--- src/rtl/rom_port_arbiter.sv ---
// -----------------------------------------------------------------------------
// rom_port_arbiter
//
// Sequences ROM loading and shares one synchronous ROM/BRAM port between the
// HPS download stream and the game core's read port.
//
// The flat download/core address is decoded into four one-hot region selects.
// The region-relative address is driven on mem_addr. Download bytes pass
// through a one-entry write buffer, and dn_wait gives backpressure. The game
// core is held in reset from power-up until a download has drained. After
// that comes a fixed guard interval of HOLD_CYCLES clocks.
//
// Ports
//   CLK, RESET_N        system clock, asynchronous active-low reset
//   dn_download         download window active
//   dn_wr/addr/data     one-cycle download byte strobe, flat address, byte
//   dn_wait             buffer full: dn_wr must not be issued
//   core_rd/core_addr   one-cycle core read request and flat address
//   core_data/valid     read data with a one-cycle valid pulse
//   mem_cs/addr/din/we  shared memory port (one-hot region select)
//   mem_dout            memory read data, valid one cycle after mem_cs
//   core_reset          active-high reset to the game core
//   dl_sum, dl_bytes    mod-256 byte sum and byte count of the last download
//   err_overflow        sticky: dn_wr arrived while dn_wait was high
// -----------------------------------------------------------------------------
module rom_port_arbiter #(
  parameter int unsigned       ADDR_W      = 16,
  parameter logic [ADDR_W-1:0] REG1_BASE   = 16'h8000,
  parameter logic [ADDR_W-1:0] REG2_BASE   = 16'hA000,
  parameter logic [ADDR_W-1:0] REG3_BASE   = 16'hC000,
  parameter int unsigned       HOLD_CYCLES = 16
) (
  input  logic              CLK,
  input  logic              RESET_N,
  input  logic              dn_download,
  input  logic              dn_wr,
  input  logic [ADDR_W-1:0] dn_addr,
  input  logic [7:0]        dn_data,
  output logic              dn_wait,
  input  logic              core_rd,
  input  logic [ADDR_W-1:0] core_addr,
  output logic [7:0]        core_data,
  output logic              core_valid,
  output logic [3:0]        mem_cs,
  output logic [ADDR_W-1:0] mem_addr,
  output logic [7:0]        mem_din,
  output logic              mem_we,
  input  logic [7:0]        mem_dout,
  output logic              core_reset,
  output logic [7:0]        dl_sum,
  output logic [ADDR_W:0]   dl_bytes,
  output logic              err_overflow
);

  typedef enum logic [1:0] {
    ST_IDLE = 2'd0,
    ST_LOAD = 2'd1,
    ST_HOLD = 2'd2,
    ST_RUN  = 2'd3
  } state_t;

  localparam logic [7:0]      HOLD_LOAD = 8'(HOLD_CYCLES);
  localparam logic [ADDR_W:0] BYTES_MAX = {1'b1, {ADDR_W{1'b0}}};
  localparam logic [ADDR_W:0] BYTES_ONE = {{ADDR_W{1'b0}}, 1'b1};

  // One-hot region select for a flat address.
  function automatic logic [3:0] region_cs(input logic [ADDR_W-1:0] addr);
    logic [3:0] cs;
    if (addr < REG1_BASE)      cs = 4'b0001;
    else if (addr < REG2_BASE) cs = 4'b0010;
    else if (addr < REG3_BASE) cs = 4'b0100;
    else                       cs = 4'b1000;
    return cs;
  endfunction

  // Region-relative offset of a flat address.
  function automatic logic [ADDR_W-1:0] region_off(input logic [ADDR_W-1:0] addr);
    logic [ADDR_W-1:0] off;
    if (addr < REG1_BASE)      off = addr;
    else if (addr < REG2_BASE) off = addr - REG1_BASE;
    else if (addr < REG3_BASE) off = addr - REG2_BASE;
    else                       off = addr - REG3_BASE;
    return off;
  endfunction

  state_t            state_r, state_next_s;
  logic [7:0]        hold_cnt_r;
  logic              buf_full_r;
  logic [3:0]        buf_cs_r;
  logic [ADDR_W-1:0] buf_addr_r;
  logic [7:0]        buf_data_r;
  logic              rd_s1_r, rd_s2_r;
  logic              read_grant_s, drain_s, wr_accept_s, wr_drop_s;
  logic              load_entry_s, keep_rd_s;

  logic [3:0]        mem_cs_r;
  logic [ADDR_W-1:0] mem_addr_r;
  logic [7:0]        mem_din_r, core_data_r, dl_sum_r;
  logic              mem_we_r, core_valid_r, core_reset_r, err_overflow_r;
  logic [ADDR_W:0]   dl_bytes_r;

  // Port grant and write-buffer flow: a core read in RUN wins over a drain.
  // A drain in the same cycle frees the slot for an incoming byte.
  always_comb begin
    read_grant_s = 1'b0;
    drain_s      = 1'b0;
    wr_accept_s  = 1'b0;
    wr_drop_s    = 1'b0;
    keep_rd_s    = 1'b0;
    read_grant_s = (state_r == ST_RUN) && core_rd;
    drain_s      = buf_full_r && !read_grant_s;
    wr_accept_s  = dn_wr && (!buf_full_r || drain_s);
    wr_drop_s    = dn_wr && buf_full_r && !drain_s;
    // A read survives only while the FSM stays in RUN with no new download.
    keep_rd_s    = (state_r == ST_RUN) && !dn_download;
  end

  // Next-state decode for the load sequencer.
  always_comb begin
    state_next_s = state_r;
    case (state_r)
      ST_IDLE: begin
        if (dn_download) state_next_s = ST_LOAD;
        else             state_next_s = ST_IDLE;
      end
      ST_LOAD: begin
        // The last byte must reach memory before the guard interval starts.
        if (!dn_download && !buf_full_r && !dn_wr) state_next_s = ST_HOLD;
        else                                       state_next_s = ST_LOAD;
      end
      ST_HOLD: begin
        if (dn_download)               state_next_s = ST_LOAD;
        else if (hold_cnt_r == 8'd1)   state_next_s = ST_RUN;
        else                           state_next_s = ST_HOLD;
      end
      ST_RUN: begin
        if (dn_download) state_next_s = ST_LOAD;
        else             state_next_s = ST_RUN;
      end
      default: state_next_s = ST_IDLE;
    endcase
    load_entry_s = (state_next_s == ST_LOAD) && (state_r != ST_LOAD);
  end

  // Sequencer state, guard counter and core reset.
  always_ff @(posedge CLK or negedge RESET_N) begin
    if (!RESET_N) begin
      state_r      <= ST_IDLE;
      hold_cnt_r   <= 8'd0;
      core_reset_r <= 1'b1;
    end else begin
      state_r      <= state_next_s;
      core_reset_r <= (state_next_s != ST_RUN);
      if (state_next_s == ST_HOLD && state_r != ST_HOLD) hold_cnt_r <= HOLD_LOAD;
      else if (state_r == ST_HOLD)                       hold_cnt_r <= hold_cnt_r - 8'd1;
      else                                               hold_cnt_r <= hold_cnt_r;
    end
  end

  // One-entry write buffer, download statistics and overflow flag.
  always_ff @(posedge CLK or negedge RESET_N) begin
    if (!RESET_N) begin
      buf_full_r     <= 1'b0;
      buf_cs_r       <= 4'b0000;
      buf_addr_r     <= {ADDR_W{1'b0}};
      buf_data_r     <= 8'h00;
      dl_sum_r       <= 8'h00;
      dl_bytes_r     <= {(ADDR_W+1){1'b0}};
      err_overflow_r <= 1'b0;
    end else begin
      if (wr_accept_s) begin
        buf_full_r <= 1'b1;
        buf_cs_r   <= region_cs(dn_addr);
        buf_addr_r <= region_off(dn_addr);
        buf_data_r <= dn_data;
      end else if (drain_s) begin
        buf_full_r <= 1'b0;
      end
      // A byte accepted on the entry edge belongs to the new download.
      if (load_entry_s) begin
        dl_sum_r   <= wr_accept_s ? dn_data : 8'h00;
        dl_bytes_r <= wr_accept_s ? BYTES_ONE : {(ADDR_W+1){1'b0}};
      end else if (wr_accept_s) begin
        dl_sum_r <= dl_sum_r + dn_data;
        if (dl_bytes_r != BYTES_MAX) dl_bytes_r <= dl_bytes_r + BYTES_ONE;
      end
      if (wr_drop_s) err_overflow_r <= 1'b1;
    end
  end

  // Shared memory port and the two-stage read return pipeline.
  always_ff @(posedge CLK or negedge RESET_N) begin
    if (!RESET_N) begin
      mem_cs_r     <= 4'b0000;
      mem_addr_r   <= {ADDR_W{1'b0}};
      mem_din_r    <= 8'h00;
      mem_we_r     <= 1'b0;
      rd_s1_r      <= 1'b0;
      rd_s2_r      <= 1'b0;
      core_valid_r <= 1'b0;
      core_data_r  <= 8'h00;
    end else begin
      if (read_grant_s) begin
        mem_cs_r   <= region_cs(core_addr);
        mem_addr_r <= region_off(core_addr);
        mem_we_r   <= 1'b0;
      end else if (drain_s) begin
        mem_cs_r   <= buf_cs_r;
        mem_addr_r <= buf_addr_r;
        mem_din_r  <= buf_data_r;
        mem_we_r   <= 1'b1;
      end else begin
        mem_cs_r   <= 4'b0000;
        mem_we_r   <= 1'b0;
      end
      // s1: address on the port; s2: mem_dout valid; then capture.
      rd_s1_r      <= read_grant_s;
      rd_s2_r      <= rd_s1_r && keep_rd_s;
      core_valid_r <= rd_s2_r && keep_rd_s;
      if (rd_s2_r && keep_rd_s) core_data_r <= mem_dout;
    end
  end

  assign dn_wait      = buf_full_r;
  assign mem_cs       = mem_cs_r;
  assign mem_addr     = mem_addr_r;
  assign mem_din      = mem_din_r;
  assign mem_we       = mem_we_r;
  assign core_data    = core_data_r;
  assign core_valid   = core_valid_r;
  assign core_reset   = core_reset_r;
  assign dl_sum       = dl_sum_r;
  assign dl_bytes     = dl_bytes_r;
  assign err_overflow = err_overflow_r;

endmodule

--- config.mk ---
export PLATFORM = sky130hd
export DESIGN_NAME = rom_port_arbiter
export DESIGN_NICKNAME = d
export VERILOG_FILES = /design/src/rtl/rom_port_arbiter.sv
export SDC_FILE = /design/constraint.sdc
export NUM_CORES = 1
export LEC_CHECK = 0
export CAP_MARGIN = 20
export CORE_ASPECT_RATIO = 0.7
export CORE_MARGIN = 3
export CORE_UTILIZATION = 54
export DETAILED_ROUTE_END_ITERATION = 12
export PLACE_DENSITY = 0.95
export SYNTH_ARGS = -nofsm -noshare
export SYNTH_HDL_FRONTEND = slang
export SYNTH_SLANG_ARGS = --single-unit
--- constraint.sdc ---
create_clock -name CLK -period 4.1 [get_ports CLK]
set_clock_uncertainty 0.15 [all_clocks]
set_input_delay 1.23 -clock CLK [delete_from_list [all_inputs] [get_ports CLK]]
set_output_delay 1.23 -clock CLK [all_outputs]
set_load 0.02 [all_outputs]
* Yosys cells after proc, flatten, opt, wreduce, memory -nomap -nowiden
Cells that the tools add are included.
Cells by class: reduce and logical (&&, ||, !) cells 26, add/sub/neg operators 9, magnitude comparators 6, bitwise gates (word level) 1, muxes and demuxes 35, equality and inequality tests 10
Operator list (count):
- 16-bit 2-to-1 mux | 8
- 16-bit < comparator (second input constant) | 6
- 16-bit subtractor (second input constant) | 6
- 17-bit 2-to-1 mux | 3
- 8-bit 2-to-1 mux | 5
- 4-bit 2-to-1 mux | 8
- 17-bit by 1-bit adder with 17-bit output (second input constant) | 1
- 17-bit != test (second input constant) | 1
- 1-bit logical AND | 12
- 2-bit nonzero test | 5
- 8-bit adder | 1
- 8-bit by 1-bit == test with 1-bit output (second input constant) | 1
- 2-bit one-hot mux with 4 select lines | 1
- 8-bit by 1-bit subtractor with 8-bit output (second input constant) | 1
- 1-bit 2-to-1 mux | 7
- 2-bit == test (second input constant) | 3
- 2-bit 2-to-1 mux | 3
- 1-bit logical NOT | 5
- 2-bit by 1-bit == test with 1-bit output (second input constant) | 2
- 2-bit != test (second input constant) | 2
- 2-bit AND reduction | 2
- 2-bit logical NOT | 1
- 2-bit by 1-bit != test with 1-bit output (second input constant) | 1
- 1-bit logical OR | 1
- 1-bit inverter | 1
Word-level totals: output and inout port bits 66, word-level logic and storage cells 105, bits in registers 106

* Logic depth before layout (Yosys ltp)
Gate-level depths: netlist of the first run.
depth in word-level cells 9, mapped depth 8

* Worst setup path after synthesis of the first run
No wires, ideal clock.
kind in2reg, from input dn_data[0], to register dl_sum_r[6], in the netlist dl_sum[6], data arrival time 2.591 ns, path buffers 0, cell stages on the path 8, setup slack 1.233 ns, cells stage by stage ha_1 inv_1 fa_1 nor2b_1 o2111a_1 or4_1 a21oi_1 o31ai_1
On the way: cells in the longest elaborated chain, start to end 3
RTL lines:
- start: declaration | line 38 | input logic [7:0] dn_data,
- 8-bit adder | line 184 | dl_sum_r <= dl_sum_r + dn_data;
- 8-bit 2-to-1 mux | line 183 | end else if (wr_accept_s) begin
- 8-bit 2-to-1 mux | line 180 | if (load_entry_s) begin
- end signal: assignment | line 181 | dl_sum_r <= wr_accept_s ? dn_data : 8'h00;
- end signal: assignment | line 184
- end: declaration | line 98 | logic [7:0] mem_din_r, core_data_r, dl_sum_r;
Every way passes these cells. The select of a mux whose other input is x is not followed. A chain may end at the register's enable or synchronous reset.

* Final worst setup path of the first run
Ends and elaborated chain as after synthesis.

==> impl_summary.txt, run 1 <==
----------------------------------------------------
[Worst hold path]
  Hold endpoint ... buf_data_r[7]$_DFFE_PN0P_
  Startpoint of the tightest hold check path ... buf_data_r[7]$_DFFE_PN0P_
  Kind of path behind the tightest hold check ... reg -> reg
  Number of instances on the worst hold path ... 2

[Timing]
  Relative slew slack ... 54.40%
  Final Hold Fails ... 0
  Worst-Margin Slew ... 684.1 ps
  Accumulated negative setup slack ... 0 ps
  Final Cycle Share ... 76.46%
  Setup-failing EPs final ... 0
  Time the final worst path needs with I/O delays and setup ... 3135 ps
  Number of pins exceeding their max-slew limit in the final report ... 0
  FMAX ... 0.3190 GHz
  Setup repair after global routing missed its margin ... false

[Final layout]
  Number of diodes added for antenna fixing ... 0
  Most used cells in the layout excluding fill and tap cells ... nand2_1 (118), clkdlybuf4s50_1 (117), dfrtp_1 (105)
  Net count reported at finish ... 683
  Most common cell after layout, fill and taps aside ... nand2_1
  Area used by multi-input combinational logic ... 2190 um^2
  Area overhead of the layout relative to synthesis ... 31.53%
  Share of layout cells above drive strength 1 ... 7.131%
  FILL cells ... 614
  FF+latch area ... 2654 um^2
  Final instance count without filler cells ... 737

[Yosys]
  Net count after synthesis ... 567
  Sequential share of the synthesized area ... 52.91%
  Cell type contributing the most total cell area after synthesis ... dfrtp_1
  Yosys warning count ... 0
  Portion of synthesized cell area occupied by the leading cell type ... 52.38%
  Most frequently used flop master after synthesis ... dfrtp_1
  Leading post-synthesis cells by cell area ... dfrtp_1 (52%), nand2_1 (8.8%), ha_1 (4.2%)
  Count of distinct cell types in the synthesized netlist ... 55
  Number of synthesized flops with an enable pin ... 0
  Post-synthesis area per instance ... 10.11 um^2
  Number of synthesized register bits ... 106
  Syn Inst Count ... 496
  FFs w/ async S/R, synth ... 100.0%
  Post-synth design cell area ... 5016 um^2

[Clocking]
  CTS Buffer Depth ... 2
  H-Tree Level Count ... 3
  Clock latency reported for the late side of the worst-skew pair ... 350 ps
  Number of buffers created by CTS ... 9
  Clock transition at the register clock pins on the worst setup and hold paths after CTS ... 70 ps
  Clock sinks ... 106
  Clock root cell ... clkbuf_16
  Clock tree from TritonCTS ... yes
  Setup bufs post-CTS ... 0
  Post-CTS sizing ... 0
  Number of buffers added to fix hold violations after cts ... 0

[Global routing]
  First-pass GRT wire length ... 20910 um
  Global-route total usage across every layer ... 25.22%
  Number of global-route vias before repair ... 4118
  Pin count of the biggest net entering global routing ... 59
  Initial antenna violation count ... 0
  Overflow left after global routing ... 0

[Floorplan]
  Core Footprint ... 8723 um^2
  I/O pin count ... 119
  Chip height ... 86.64 um
  Row Count ... 28
  Die area ... 10500 um^2
  Chip Width ... 121.2 um
  Effective utilization at floorplan ... 57.50%

[Job]
  Count of maximum capacitance violations ... 0

[Status]
  Run status ... finished, final reports clean

[Worst setup path]
  Start-to-end type of the worst setup path ... in -> reg
  Endpoint of the worst-slack reg-to-reg timing path ... dl_bytes[5]$_DFFE_PN0P_
  CP Data Arrival Time ... 3210 ps
  Maximum fanout encountered on the critical timing path ... 3
  Startpoint of the lowest-slack register-to-register path ... dn_wait$_DFFE_PN0P_
  Startpoint types ... primary input
  Number of cell instances on the worst register-to-register path ... 6
  Critical Path End Type ... flip-flop
  Worst endpoint required time ... 4180 ps
  Setup slack of the worst register-to-register path ... 1590 ps

[Detailed routing]
  DR iter-0 viols ... 345
  Via count ... 4178
  Number of detailed-route iterations in the first pass ... 5
  Antenna violation net count after detailed routing ... 0
  Via density per instance ... 5.669
  Detailed-route DRC error count ... 0
  Detailed Route WL ... 12620 um
  Post-DR wirelength/cell ... 17.12 um

[Power and ir drop]
  Sequential share of power ... 42.1%
  Clock network power share ... 27.2%
  Total power density per cell area ... 484.9 nW/um^2
  Sw Share ... 32.91%
  Peak supply drop ... 0.3396 mV
  Part of the total power dissipated in combinational logic ... 30.7%
  Switch Pwr ... 1.053 mW
  Internal cell power ... 2.146 mW
  Leakage Power ... 3.065 nW

[Place]
  Number of port buffers ... 118
  Placed cell count ... 721
  HPWL after detailed placement ... 8830 um
  Routability Congestion ... 0.8928

----------------------------------------------------
power by group through the flow:
stage          logic, mW  registers [mW]  clock network [mW]
6_report           0.981            1.35               0.870
4_1_cts            0.980            1.34               0.887
2_1_floorplan      0.449            1.45                   0
3_5_place_dp       0.976            1.36                   0
3_3_place_gp       0.941            1.35                   0
5_1_grt             1.07            1.37               0.941
worst max-delay path: stages:
cell	delay, ps
clkdlybuf4s50_1	460
ha_1	230
inv_1	70
fa_1	180
nor2b_1	70
o2111a_1	240
or4_1	470
a21oi_1	170
o31ai_1	80
Yosys cell counts (2+ instances only):
cell      instances
o211ai_1          3
ha_1             17
nor2_1           24
nand2_1         118
o21ai_0          27
or4_1             4
mux2_2           16
inv_1            18
o31ai_1           5
nor2b_1           4
xnor2_1           4
nor3_1            5
xor2_1           13
clkbuf_1          5
o21a_1            2
nand3_1          21
nor4_1            5
a21o_1            2
nand4b_1          2
dfrtp_1         105
nand2b_1          4
buf_1             2
a31o_1            2
buf_2             8
and2_1            5
nand4_1           9
and3_1            4
o41ai_1           3
buf_6             2
mux2i_1          19
nor4b_1           3
a21oi_1          11
and4_1            2
how the worst max path moves through the flow:
stage | from | endpoint | depth (start not counted)
2_1_floorplan | dn_data[0] | dl_sum[6]$_DFFE_PN0P_ | 8
3_3_place_gp | dn_data[0] | dl_sum[6]$_DFFE_PN0P_ | 9
3_5_place_dp | dn_data[0] | dl_sum[6]$_DFFE_PN0P_ | 9
4_1_cts | dn_data[0] | dl_sum[6]$_DFFE_PN0P_ | 9
5_1_grt | core_rd | dl_bytes[5]$_DFFE_PN0P_ | 6
6_report | dn_data[0] | dl_sum[6]$_DFFE_PN0P_ | 9
flip-flops by register name, summed over array words and instances (netlist names):
name          count
core_valid        1
state_r           2
buf_data_r        8
mem_cs            4
rd_s1_r           1
mem_addr         16
rd_s2_r           1
buf_cs_r          4
dl_bytes         17
dl_sum            8
core_data         8
buf_addr_r       16
mem_din           8
dn_wait           1
err_overflow      1
hold_cnt_r        8
mem_we            1
core_reset        1
stage by stage:
| stage | total power [mW] | hold slack [ps] | area (um^2) | utilization (%) | setup slack (ps) |
|---|---|---|---|---|---|
| 6_report | 3.199 | 326.6 | 6598 | 75.63 | 965.2 |
| 5_1_grt | 3.373 | 349.7 | 6598 | 75.63 | 805.5 |
| 4_1_cts | 3.211 | 330.3 | 6598 | 75.63 | 989.3 |
| 3_5_place_dp | 2.331 | 309.4 | 6301 | 72.23 | 608.4 |
| 3_3_place_gp | 2.292 | 302.1 | 6301 | 72.23 | 661.5 |
| 2_1_floorplan | 1.900 | 288.4 | 5016 | - | 1233 |
area by class of cell:
class	count	area share, %
Clock buffer	11	3.527
Clock inverter	5	0.9672
Inverter	19	1.081
Multi-Input combinational cell	352	33.19
Sequential cell	106	40.22
Tap cell	120	2.276
Timing Repair Buffer	124	18.74
routing by layer:
layer | GRT usage, % | vias to the layer above | part of all wire (%)
met5 | 0 | - | 0
met4 | 6.002 | 0 | 1.1
met3 | 5.936 | 12 | 8.5
met2 | 40.47 | 193 | 47
met1 | 35.31 | 2036 | 44
li1 | - | 1937 | -
kinds of logic (layout without fill, tap and decap cells):
logic type               after synthesis  after routing  synth area share [%]
flip-flops                           106            106                 52.91
multiplexers                          35             35                 7.383
AO/OA/AOI/OAI                         66             66                 8.706
buffers and inverters                 38            159                 3.442
XOR/XNOR                              17             17                 2.968
AND/OR/NAND/NOR                      216            216                 19.96
adder cells (fa/ha/maj)               18             18                 4.639
Power figures use the tool's default switching activity.
==> run 2, diff against run 1 <==
--- a/config.mk
+++ b/config.mk
@@ -8,9 +8,9 @@
 export CAP_MARGIN = 20
 export CORE_ASPECT_RATIO = 0.7
 export CORE_MARGIN = 3
-export CORE_UTILIZATION = 54
+export CORE_UTILIZATION = 45
 export DETAILED_ROUTE_END_ITERATION = 12
-export PLACE_DENSITY = 0.95
+export PLACE_DENSITY = 0.87
 export SYNTH_ARGS = -nofsm -noshare
 export SYNTH_HDL_FRONTEND = slang
 export SYNTH_SLANG_ARGS = --single-unit
==> constraint.sdc (replaced) <==
create_clock -name CLK -period 2.7 [get_ports CLK]
set_clock_uncertainty 0.15 [all_clocks]
set_input_delay 0.81 -clock CLK [delete_from_list [all_inputs] [get_ports CLK]]
set_output_delay 0.81 -clock CLK [all_outputs]
set_load 0.02 [all_outputs]
==> impl_summary.txt, run 2 (synthesis results as in run 1) <==
----------------------------------------------------
[Floorplan]
  Chip height ... 94.34 um (+8.9%)
  Effective utilization at floorplan ... 47.37% (-10 points)
  Die area ... 12470 um^2 (+19%)
  I/O pin count ... 119 (unchanged)
  Chip Width ... 132.2 um (+9.1%)
  Row Count ... 31 (+11%)
  Core Footprint ... 10590 um^2 (+21%)

[Timing]
  Min Hold Slack ... 210.9 ps (-115.7 ps)
  Final Cycle Share ... 98.71%
  Number of pins exceeding their max-slew limit in the final report ... 0 (unchanged)
  Setup repair after global routing missed its margin ... false
  Final Hold Fails ... 0 (unchanged)
  Worst-Margin Slew ... 584.8 ps (-99.29 ps)
  Accumulated negative setup slack ... 0 ps (unchanged)
  Time the final worst path needs with I/O delays and setup ... 2665 ps
  Setup-failing EPs final ... 0 (unchanged)
  Relative slew slack ... 61.02% (+6.6 points)
  FMAX ... 0.3752 GHz

[Worst setup path]
  Total buffers and inverters traversed by the critical path ... 1 (-1)
  Worst endpoint required time ... 2780 ps (-1400 ps)
  Startpoint types ... primary input
  Worst stage delay on the critical path ... 490 ps (+20 ps)
  CP Data Arrival Time ... 2740 ps (-470 ps)
  Startpoint of the worst setup timing path ... dn_data[2]
  Master of the slowest instance on the critical path ... or4_4
  Sequence of cells on the critical path ... clkdlybuf4s50_1 > ha_1 > nor2b_2 > o2111a_1 > or4_4 > a21oi_2 > o31ai_1
  Maximum fanout encountered on the critical timing path ... 2 (-1)
  Startpoint of the lowest-slack register-to-register path ... dn_wait$_DFFE_PN0P_
  CP delay by family, top ... simple AND/OR/NAND/NOR gates
  Start-to-end type of the worst setup path ... in -> reg
  Critical Path End Type ... flip-flop

[Place]
  Routability Congestion ... 0.8939 (+0.12%)
  Number of port buffers ... 118 (unchanged)
  Placed cell count ... 777 (+7.8%)
  Dpl cell area ... 6596 um^2 (+4.7%)
  HPWL after detailed placement ... 9321 um (+5.6%)

[Final layout]
  Area overhead of the layout relative to synthesis ... 39.26%
  Share of layout cells above drive strength 1 ... 12.25% (+5.1 points)
  Post-route cell area ... 6985 um^2 (+5.9%)
  Max FFs per register ... 17 (unchanged)
  Net count reported at finish ... 711 (+4.1%)
  Final instance count without filler cells ... 793 (+7.6%)
  Most common cell after layout, fill and taps aside ... nand2_1
  Most used cells in the layout excluding fill and tap cells ... nand2_1 (118), clkdlybuf4s50_1 (116), dfrtp_1 (105)
  Number of diodes added for antenna fixing ... 0 (unchanged)

[Detailed routing]
  Post-DR wirelength/cell ... 16.10 um (-5.9%)
  Met1 Wirelength ... 5837 um (+5.9%)
  DR iter-0 viols ... 258 (-25%)
  Antenna violation net count after detailed routing ... 0 (unchanged)
  Detailed-route DRC error count ... 0 (unchanged)
  Via count ... 4195 (+0.41%)
  Routed length on met3 ... 934 um (-13%)
  Top sig layer ... met4
  Detailed Route WL ... 12770 um (+1.2%)
  Via density per instance ... 5.290 (-6.7%)
  Number of detailed-route iterations in the first pass ... 5 (unchanged)
  Met2 wirelength from detailed routing ... 5872 um (-0.46%)

[Global routing]
  Number of global-route vias before repair ... 4210 (+2.2%)
  Initial antenna violation count ... 0 (unchanged)
  First-pass GRT wire length ... 21200 um (+1.4%)
  Global-route total usage across every layer ... 20.91% (-4.3 points)
  Pin count of the biggest net entering global routing ... 45 (-24%)
  Overflow left after global routing ... 0 (unchanged)

[Worst hold path]
  Kind of path behind the tightest hold check ... in -> async

[Clocking]
  Clock tree from TritonCTS ... yes
  Number of buffers created by CTS ... 9 (unchanged)
  Clock latency reported for the late side of the worst-skew pair ... 340 ps (about the same)
  Clock root cell ... clkbuf_16
  H-Tree Level Count ... 3 (unchanged)
  Clock transition at the register clock pins on the worst setup and hold paths after CTS ... 70 ps (about the same)
  Setup bufs post-CTS ... 0 (unchanged)
  Clock sinks ... 106 (unchanged)
  Post-CTS sizing ... 0 (unchanged)
  CTS Buffer Depth ... 2 (unchanged)
  Number of buffers added to fix hold violations after cts ... 0 (unchanged)

[Job]
  Count of maximum capacitance violations ... 0 (unchanged)

[Power and ir drop]
  Total power density per cell area ... 753.3 nW/um^2 (+55%)
  Peak supply drop ... 0.6152 mV (+81%)
  Leakage Power ... 3.261 nW (+6.4%)

[Status]
  Run status ... finished, final reports clean

----------------------------------------------------
-- run 2: cell count changes in the layout (fill, tap and decap cells not counted), moves of 2 or more --
cell       previous run  this run
buf_4                 6        30
buf_12                1         5
bufinv_16             1         4
clkbuf_1              2         0
-- run 2: cell type report --
type / count / area (um^2)
repair buffers: 152 / 1499
multi-input cells: 352 / 2205
inverters: 19 / 71.32
clock buffers: 9 / 225.2
flip-flops and latches: 106 / 2654
fillers: 815 / 3603
well taps: 148 / 185.2
clock inverters: 7 / 146.4
-- run 2: report_power, final --
| group | leakage (nW) | switching [mW] | internal, mW | total [mW] |
|---|---|---|---|---|
| logic | 1.73 | 0.815 | 0.808 | 1.62 |
| registers | 1.35 | 0.229 | 1.82 | 2.05 |
| clock network | 0.181 | 0.579 | 1.01 | 1.59 |
-- run 2: path summary, 6_finish.rpt --
kind,endpoint,slack (ps),cells past startpoint
setup reg to reg,dl_sum[5]$_DFFE_PN0P_,460,7
hold reg to reg,hold_cnt_r[6]$_DFFE_PN0P_,320,1
setup / recovery,dl_sum[6]$_DFFE_PN0P_,30,7
min in group CLK,hold_cnt_r[6]$_DFFE_PN0P_,320,1
hold / removal,core_data[2]$_DFFE_PN0P_,210,1
max in group asynchronous,buf_data_r[5]$_DFFE_PN0P_,1590,2
-- run 2: layer usage --
layer  up-vias  GRT usage, %
met4         0         4.152
met2       174         32.94
li1       1994             -
met1      2010         29.85
met3        17         5.218
met5         -             0
-- run 2: stage by stage --
stage | total power [mW] | setup WS [ps] | util, %
3_5_place_dp | 3.645 | -325.0 | 62.29
2_1_floorplan | 2.885 | 253.0 | -
6_report | 5.262 | 34.76 | 65.97
3_3_place_gp | 3.585 | -269.5 | 62.29
4_1_cts | 5.253 | 69.71 | 65.80
5_1_grt | 5.524 | 2.908 | 65.97
-- run 2: worst register-to-register path: cells and delay by family, from the launching register on --
family | cells | cell delay (ps)
AO/OA/AOI/OAI | 2 | 200
AND/OR/NAND/NOR | 3 | 770
flip-flops | 1 | 470
buffers and inverters | 2 | 550
